File: config.mk
export PLATFORM = sky130hd
export DESIGN_NAME = ipsxe_floating_point_rounder_pipe_v1_0
export DESIGN_NICKNAME = d
export VERILOG_FILES = /design/src/rtl/ipsxe_floating_point_pkg.sv /design/src/rtl/ipsxe_floating_point_round_dec_v1_0.sv /design/src/rtl/ipsxe_floating_point_rounder_pipe_v1_0.sv
export SDC_FILE = /design/constraint.sdc
export NUM_CORES = 1
export LEC_CHECK = 0
export ABC_CLOCK_PERIOD_IN_PS = 3200
export BUFFER_PORTS_ARGS = -buffer_cell sky130_fd_sc_hd__buf_2
export CORE_MARGIN = 1.5
export CORE_UTILIZATION = 30
export DETAILED_ROUTE_END_ITERATION = 8
export GPL_TIMING_DRIVEN = 0
export HOLD_SLACK_MARGIN = 0.02
export SLEW_MARGIN = 20
export SYNTH_ARGS = -nofsm -noshare
export SYNTH_HDL_FRONTEND = slang
export SYNTH_SLANG_ARGS = --single-unit
File: constraint.sdc
create_clock -name i_clk -period 3.2 [get_ports i_clk]
set_clock_uncertainty 0.2 [all_clocks]
set_input_delay 0.96 -clock i_clk [delete_from_list [all_inputs] [get_ports i_clk]]
set_output_delay 0.96 -clock i_clk [all_outputs]
set_load 0.1 [all_outputs]
File: src/rtl/ipsxe_floating_point_pkg.sv
// Shared definitions for the floating-point datapath.
//   RM_*   : IEEE-754 rounding-mode encodings carried on the 3-bit mode buses.
//   grd_w(): number of round bits below the stored mantissa in a significand
//            that carries the hidden bit in its MSB.
package ipsxe_floating_point_pkg;

  localparam logic [2:0] RM_RNE = 3'd0;  // nearest, ties to even
  localparam logic [2:0] RM_RTZ = 3'd1;  // toward zero
  localparam logic [2:0] RM_RUP = 3'd2;  // toward +inf
  localparam logic [2:0] RM_RDN = 3'd3;  // toward -inf
  localparam logic [2:0] RM_RMM = 3'd4;  // nearest, ties away from zero

  function automatic int grd_w(input int bin_w, input int man_w);
    return bin_w - 1 - man_w;
  endfunction

endpackage

File: src/rtl/ipsxe_floating_point_round_dec_v1_0.sv
// Combinational rounding decision shared by the floating-point back-ends.
// Ports:
//   mode    in  3  rounding mode (RM_*; unused encodings behave as RNE)
//   sign    in  1  sign of the value being rounded
//   lsb     in  1  least significant kept mantissa bit
//   g       in  1  first discarded (guard) bit
//   s       in  1  OR of all remaining discarded bits
//   inc     out 1  add one ulp to the kept mantissa
//   inexact out 1  at least one discarded bit is set
module ipsxe_floating_point_round_dec_v1_0
  import ipsxe_floating_point_pkg::*;
(
  input  logic [2:0] mode,
  input  logic       sign,
  input  logic       lsb,
  input  logic       g,
  input  logic       s,
  output logic       inc,
  output logic       inexact
);

  always_comb begin
    inc = 1'b0;
    case (mode)
      RM_RTZ:  inc = 1'b0;
      RM_RUP:  inc = (g | s) & ~sign;
      RM_RDN:  inc = (g | s) & sign;
      RM_RMM:  inc = g;
      default: inc = g & (s | lsb);  // RNE and reserved encodings
    endcase
  end

  assign inexact = g | s;

endmodule

File: src/rtl/ipsxe_floating_point_rounder_pipe_v1_0.sv
// Two-stage elastic rounding stage: rounds a normalised significand to MAN_W
// mantissa bits, carries into the exponent and flags inexact/overflow.
// Ports:
//   i_clk, i_rst           clock, asynchronous active-high reset
//   i_valid / o_ready      input handshake
//   i_bin, i_sign, i_exp   significand (hidden bit in MSB), sign, biased exponent
//   i_mode                 rounding mode (RM_*)
//   o_valid / i_ready      output handshake
//   o_man, o_exp, o_sign   rounded result
//   o_inexact, o_overflow  status flags
module ipsxe_floating_point_rounder_pipe_v1_0
  import ipsxe_floating_point_pkg::*;
#(
  parameter int MAN_W = 23,
  parameter int EXP_W = 8,
  parameter int BIN_W = 28
) (
  input  logic             i_clk,
  input  logic             i_rst,
  input  logic             i_valid,
  output logic             o_ready,
  input  logic [BIN_W-1:0] i_bin,
  input  logic             i_sign,
  input  logic [EXP_W-1:0] i_exp,
  input  logic [2:0]       i_mode,
  output logic             o_valid,
  input  logic             i_ready,
  output logic [MAN_W-1:0] o_man,
  output logic [EXP_W-1:0] o_exp,
  output logic             o_sign,
  output logic             o_inexact,
  output logic             o_overflow
);

  localparam int GRD = grd_w(BIN_W, MAN_W);

  generate
    if (GRD < 2) begin : g_bad_grd
      $error("BIN_W must leave at least two round bits below the mantissa");
    end
  endgenerate

  // Hidden bit is implied by normalisation and never examined.
  logic unused_hidden;
  assign unused_hidden = i_bin[BIN_W-1];

  // ---------------- stage 1: split fields, decide increment ----------------
  logic [MAN_W-1:0] in_m;
  logic             in_g, in_s, in_special;
  logic             dec_inc, dec_inexact;

  assign in_m       = i_bin[BIN_W-2:GRD];
  assign in_g       = i_bin[GRD-1];
  assign in_s       = |i_bin[GRD-2:0];
  assign in_special = &i_exp;  // inf/NaN pass through untouched

  ipsxe_floating_point_round_dec_v1_0 u_dec (
    .mode    (i_mode),
    .sign    (i_sign),
    .lsb     (in_m[0]),
    .g       (in_g),
    .s       (in_s),
    .inc     (dec_inc),
    .inexact (dec_inexact)
  );

  logic             s1_valid, s2_valid;
  logic [MAN_W-1:0] s1_m;
  logic [EXP_W-1:0] s1_exp;
  logic             s1_inc, s1_inexact, s1_sign, s1_special;

  logic s2_adv, s1_load;
  assign s2_adv  = ~s2_valid | i_ready;
  assign o_ready = ~s1_valid | s2_adv;
  assign s1_load = i_valid & o_ready;
  assign o_valid = s2_valid;

  // ---------------- stage 2: add, carry into exponent ----------------
  logic [MAN_W:0]   sum;
  logic [EXP_W-1:0] exp_adj;
  logic             ovf;
  logic [MAN_W-1:0] man_rnd;

  always_comb begin
    sum     = {1'b0, s1_m} + (MAN_W + 1)'(s1_inc);
    exp_adj = sum[MAN_W] ? s1_exp + EXP_W'(1) : s1_exp;
    ovf     = ~s1_special & (&exp_adj);
    // Carry-out leaves 1.000.. whose stored mantissa is zero; overflow is infinity.
    man_rnd = (sum[MAN_W] | ovf) ? '0 : sum[MAN_W-1:0];
  end

  always_ff @(posedge i_clk or posedge i_rst) begin
    if (i_rst) begin
      s1_valid   <= 1'b0;
      s1_m       <= '0;
      s1_exp     <= '0;
      s1_inc     <= 1'b0;
      s1_inexact <= 1'b0;
      s1_sign    <= 1'b0;
      s1_special <= 1'b0;
      s2_valid   <= 1'b0;
      o_man      <= '0;
      o_exp      <= '0;
      o_sign     <= 1'b0;
      o_inexact  <= 1'b0;
      o_overflow <= 1'b0;
    end else begin
      // When o_ready is high stage 1 is empty or moving on, so it takes i_valid.
      if (o_ready) s1_valid <= i_valid;
      if (s1_load) begin
        s1_m       <= in_m;
        s1_exp     <= i_exp;
        s1_inc     <= dec_inc & ~in_special;
        s1_inexact <= dec_inexact & ~in_special;
        s1_sign    <= i_sign;
        s1_special <= in_special;
      end
      if (s2_adv) s2_valid <= s1_valid;
      if (s2_adv & s1_valid) begin
        o_man      <= man_rnd;
        o_exp      <= exp_adj;
        o_sign     <= s1_sign;
        o_inexact  <= s1_inexact;
        o_overflow <= ovf;
      end
    end
  end

endmodule

# Word-level counts from Yosys, hierarchy flattened
# Cells that the tools add are included.
[word_totals] regBits=71 wordCells=43
[op_classes] n_addsub=2 eq_ne=4 n_mux=3 bitwise=18 n_reduce_logical=3
[ops] cell="adder 23 x 1 -> 24 bit" n=1
[ops] cell="two-way mux 23 bit" n=1
[ops] cell="AND reduction 8 bit" n=2
[ops] cell="adder 8 x 1 -> 8 bit (second input constant)" n=1
[ops] cell="AND 1 bit" n=8
[ops] cell="two-way mux 8 bit" n=1
[ops] cell="== test 3 x 2 -> 1 bit (second input constant)" n=2
[ops] cell="inverter 1 bit" n=5
[ops] cell="OR 1 bit" n=5
[ops] cell="case mux 1 bit (4 select lines)" n=1
[ops] cell="== test 3 x 1 -> 1 bit (second input constant)" n=1
[ops] cell="== test 3 bit (second input constant)" n=1
[ops] cell="OR reduction 3 bit" n=1

# Depth between registers and ports, before layout
[depth] ltp_word=6 depth_mapped=8 mapped_depth_nobuf=8

# Modules after synthesis
# From an unflattened synthesis, not the netlist that was laid out.
[hier_totals] cells_unflattened=304 area_unflattened_um2=3447.1
[by_module_without_submodules] mod="ipsxe_floating_point_rounder_pipe_v1_0" instances=1 cells_per_inst=297 area_per_inst_um2=3398.3
[by_module_without_submodules] mod="ipsxe_floating_point_round_dec_v1_0" instances=1 cells_per_inst=7 area_per_inst_um2=48.8

# Worst setup path before layout
# Ideal clock, no wire load.
[synth_path] kind="flip-flop to flip-flop" startpoint="register s2_valid, in the netlist o_valid" endpoint="register s1_m[10]" t_arrival_ns=3.264 required_time_ns=2.875 slack_ns=-0.389 path_stages_with_launch=5 n_path_buf=1 cell_sequence="dfrtp_1 -> nand3b_1 -> nand2_1 -> clkbuf_1 -> mux2_2"
[synth_via] elab_chain_cells=4
[synth_rtl] item="from (decl)" line_no="ipsxe_floating_point_rounder_pipe_v1_0.sv:67" text="logic s1_valid, s2_valid;"
[synth_rtl] item="from (signal assigned)" line_no="ipsxe_floating_point_rounder_pipe_v1_0.sv:118" text="if (s2_adv) s2_valid <= s1_valid;"
[synth_rtl] item="inverter 1 bit" line_no="ipsxe_floating_point_rounder_pipe_v1_0.sv:73" text="assign s2_adv = ~s2_valid | i_ready;"
[synth_rtl] item="OR 1 bit" line_no="ipsxe_floating_point_rounder_pipe_v1_0.sv:73"
[synth_rtl] item="OR 1 bit" line_no="ipsxe_floating_point_rounder_pipe_v1_0.sv:74" text="assign o_ready = ~s1_valid | s2_adv;"
[synth_rtl] item="named net o_ready" line_no="ipsxe_floating_point_rounder_pipe_v1_0.sv:21" text="output logic o_ready,"
[synth_rtl] item="AND 1 bit" line_no="ipsxe_floating_point_rounder_pipe_v1_0.sv:75" text="assign s1_load = i_valid & o_ready;"
[synth_rtl] item="to (signal assigned)" line_no="ipsxe_floating_point_rounder_pipe_v1_0.sv:111" text="s1_m <= in_m;"
[synth_rtl] item="to (decl)" line_no="ipsxe_floating_point_rounder_pipe_v1_0.sv:68" text="logic [MAN_W-1:0] s1_m;"
# The timed path passes the listed nets, and every way through them passes these cells.
# A chain may end at the register's enable or synchronous reset.

# Worst setup path in the final report
[layout_path] startpoint="register s1_m[3]" endpoint="register o_man[9]"
[layout_via] elab_chain_cells=6
[layout_rtl] item="adder 23 x 1 -> 24 bit *" line_no="ipsxe_floating_point_rounder_pipe_v1_0.sv:85" text="sum = {1'b0, s1_m} + (MAN_W + 1)'(s1_inc);"
[layout_rtl] item="two-way mux 8 bit" line_no="ipsxe_floating_point_rounder_pipe_v1_0.sv:86" text="exp_adj = sum[MAN_W] ? s1_exp + EXP_W'(1) : s1_exp;"
[layout_rtl] item="AND reduction 8 bit" line_no="ipsxe_floating_point_rounder_pipe_v1_0.sv:87" text="ovf = ~s1_special & (&exp_adj);"
[layout_rtl] item="AND 1 bit" line_no="ipsxe_floating_point_rounder_pipe_v1_0.sv:87"
[layout_rtl] item="OR 1 bit" line_no="ipsxe_floating_point_rounder_pipe_v1_0.sv:89" text="man_rnd = (sum[MAN_W] | ovf) ? '0 : sum[MAN_W-1:0];"
[layout_rtl] item="two-way mux 23 bit *" line_no="ipsxe_floating_point_rounder_pipe_v1_0.sv:89"
[layout_rtl] item="to (signal assigned)" line_no="ipsxe_floating_point_rounder_pipe_v1_0.sv:120" text="o_man <= man_rnd;"
[layout_rtl] item="to (decl)" line_no="ipsxe_floating_point_rounder_pipe_v1_0.sv:28" text="output logic [MAN_W-1:0] o_man,"
# Mark *: on every way between the ends. The rest lies on a longest branch, timed or not.

==> impl_metrics.toml <==
[run_status]
status = "finished with violations"
violations = "DRC"

[clocking]
clock_sinks = 71
hold_buffers = 0
htree_levels = 3
clockBufferDepth = 2
cts_tree = "done"
cts_root_buf = "clkbuf_16"
clkLatencyLatePin_ns = 0.33
clk_pin_slew_worst_paths_ns = 0.05
cts_buffers = 9

[placement]
place_hpwl_mm = 6.72
gp_congestion = 0.827
place.port_buffers = 78

[timing]
hold_viol = 0
period_needed_ns = 3.03
setup_viol = 0
clock.fmax_mhz = 330
drv_slew = 0
grt_setup_unrepaired = "no"
tightest_slew_ns = 0.654
finalCritPeriodShare_pct = 94.7
relSlewSlack_pct = 56.2
whs_ns = 0.262
fin_tns_setup_ns = 0

[logic_synthesis]
yosysUniqueCellTypes = 42
synthesis.area_sq_mm = 0.00360
synth_top_area_share_pct = 49.3
yosysSeqAreaShare_pct = 49.3
synth_warnings = 0
async_flop_share_pct = 100
syn_nets = 382
avgSynthCellArea_sq_um = 10.8
syn_inst = 335
synthFlopType = "dfrtp_1"
synth_edf_count = 0
synthTopCellsByArea = "dfrtp_1, mux2_2, nand2_1"
yosys.area.top_type = "dfrtp_1"
synth_seq_cells = 71

[power_and_ir_drop]
intPower_mw = 1.89
swShare_pct = 43.8
power_density_mw_per_mm2 = 736
irDropWorstVdd_mv = 0.362
combPwrFrac_pct = 37.2
finalPower_mw = 3.36
clkPwrFrac_pct = 27.0
switchingPower_mw = 1.47
seqPwrFrac_pct = 35.8
cellLeakagePower_nw = 2.03

[drt]
drt_first_iter_violations = 84
via_per_inst = 4.93
vias = 2851
drc = 4
route.final.wire_length_mm = 9.09
wl_per_cell_um = 15.7
firstDrtPassIters = 9
antenna_left = 0

[global_routing]
overflow = 0
grt_pass1_vias = 2879
grtUsageTotal_pct = 14.8
grt_max_degree = 53
antenna_found_initial = 0
grt_first_pass_wirelength_mm = 14.4

[critical_path]
cp.arrival_ns = 3.03
rrSetupSlack_ns = 0.17
reg2reg_depth = 8
end_kind = "flop"
crit_start = "s1_m[3]$_DFFE_PP0P_"
start_kind = "flop"
path_class = "flop to flop"
worstPathMaxFanout = 10
regToRegStartpoint = "s1_m[3]$_DFFE_PP0P_"
r2r-end = "o_man[9]$_DFFE_PP0P_"
worstSetupEndpoint = "o_man[9]$_DFFE_PP0P_"
required_ns = 3.20

[floorplan]
initial_utilization_pct = 31.1
die-height_um = 113
die_w_um = 113
coreArea_sq_mm = 0.0116
die_area_sq_mm = 0.0127
placement_rows = 39
io_pins = 80

[job]
drv_cap = 0

[layout]
antenna_cells = 0
fin_nets = 479
post-route-util_pct = 39.4
area_delta_synth_final_pct = 26.6
drive_gt1_share_pct = 39.5

[hold_path]
hold_class = "flop to flop"
## power groups by stage
stage                     clock network (mW)  logic [mW]  registers [mW]
after floorplan                            0       0.333            1.88
after global placement                     0        1.24            1.21
after detailed placement                   0        1.25            1.22
after CTS                              0.928        1.26            1.20
after global routing                   0.961        1.32            1.22
final                                  0.906        1.25            1.20
## logic make-up after synthesis
logic type	after synthesis	share of synthesized area [%]
and+or+nand+nor	143	19.9
DFF	71	49.3
AOI/OAI and AO/OA	38	9.34
muxes	34	10.6
xor gates and xnor gates	30	7.50
buffers and inverters	15	2.01
adders and majority gates	4	1.32
## cell usage in the layout (no fill, tap or decap), types with 2 or more instances in the layout
cell type,n
buf_2,79
dfrtp_1,70
nand2_1,62
mux2_2,34
xor2_1,18
nand3_1,17
nor2_1,15
o21ai_2,14
nand4_1,11
xnor2_1,11
clkbuf_1,9
o21ai_0,9
clkbuf_16,9
and3_1,8
buf_4,7
o31ai_2,6
nor4_1,4
nand2b_1,3
and2_1,3
and4_1,3
nor3_1,3
ha_1,3
or4_4,2
nor3b_1,2
nand3b_1,2
buf_6,2
o41ai_1,2
clkbuf_4,2
clkbuf_8,2
## worst min path at each step
stage / start / endpoint / slack (ns) / cells after the start
2_1_floorplan: s1_sign$_DFFE_PP0P_ / o_sign$_DFFE_PP0P_ / 0.23 / 2
3_3_place_gp: s1_sign$_DFFE_PP0P_ / o_sign$_DFFE_PP0P_ / 0.25 / 2
3_5_place_dp: s1_sign$_DFFE_PP0P_ / o_sign$_DFFE_PP0P_ / 0.26 / 2
4_1_cts: s1_sign$_DFFE_PP0P_ / o_sign$_DFFE_PP0P_ / 0.27 / 2
5_1_grt: s1_inexact$_DFFE_PP0P_ / o_inexact$_DFFE_PP0P_ / 0.30 / 2
6_report: s1_sign$_DFFE_PP0P_ / o_sign$_DFFE_PP0P_ / 0.26 / 2
## metrics by stage
| stage | cells | setup WS [ns] | cell area (sq um) |
|---|---|---|---|
| floorplan | 335 | 0.00218 | 3610 |
| global placement | 556 | -0.854 | 4180 |
| detailed placement | 557 | -0.545 | 4210 |
| CTS | 575 | 0.0454 | 4520 |
| global route | 578 | 0.0252 | 4560 |
| finish | 578 | 0.168 | 4560 |
## synthesized netlist by cell type (2+ instances only)
| cell | count |
|---|---|
| and2_1 | 3 |
| and3_1 | 8 |
| and4_1 | 3 |
| buf_6 | 2 |
| clkbuf_1 | 10 |
| dfrtp_1 | 71 |
| ha_1 | 3 |
| mux2_2 | 34 |
| nand2_1 | 63 |
| nand2b_1 | 3 |
| nand3_1 | 17 |
| nand3b_1 | 2 |
| nand4_1 | 11 |
| nor2_1 | 15 |
| nor3_1 | 3 |
| nor3b_1 | 2 |
| nor4_1 | 4 |
| o21ai_0 | 9 |
| o21ai_2 | 14 |
| o31ai_2 | 6 |
| o41ai_1 | 3 |
| or4_4 | 2 |
| xnor2_1 | 11 |
| xor2_1 | 18 |
## flip-flops by register name, indices dropped and copies added, names as in the netlist, 8 cells and up
| signal | flops |
|---|---|
| o_exp | 8 |
| o_man | 23 |
| s1_exp | 8 |
| s1_m | 23 |
## layout make-up
type	count	area (sq um)
Inverter	1	6.26
Tap cell	143	179
Sequential cell	71	1780
Buffer	14	77.6
Clock inverter	1	5.00
Fill cell	1172	7000
Clock buffer	13	260
Timing Repair Buffer	86	470
Multi-Input combinational cell	249	1780
## worst max-delay path, stage by stage (launching register included)
cell and delay (ns):
dfrtp_1 0.45, nand4_2 0.17, or4_4 0.62, or4_4 0.55
xor2_2 0.18, a2111oi_4 0.26, buf_4 0.20, buf_6 0.19
o31ai_2 0.08
## per-layer routing
layer  track usage, %  part of all wire, %  up-vias
met2             24.3                   48       94
met4             6.08                  1.7        0
li1                 -                    -     1378
met1             18.7                   44     1366
met3             3.40                  5.8       13
met5                0                    0        -
## timing repair
item                       CTS  global route
pin swaps                    2             2
setup buffers                4             3
resized for setup            1             3
gates cloned                 0             0
setup endpoints to repair   24            23
(Power assumes the default switching activity.)
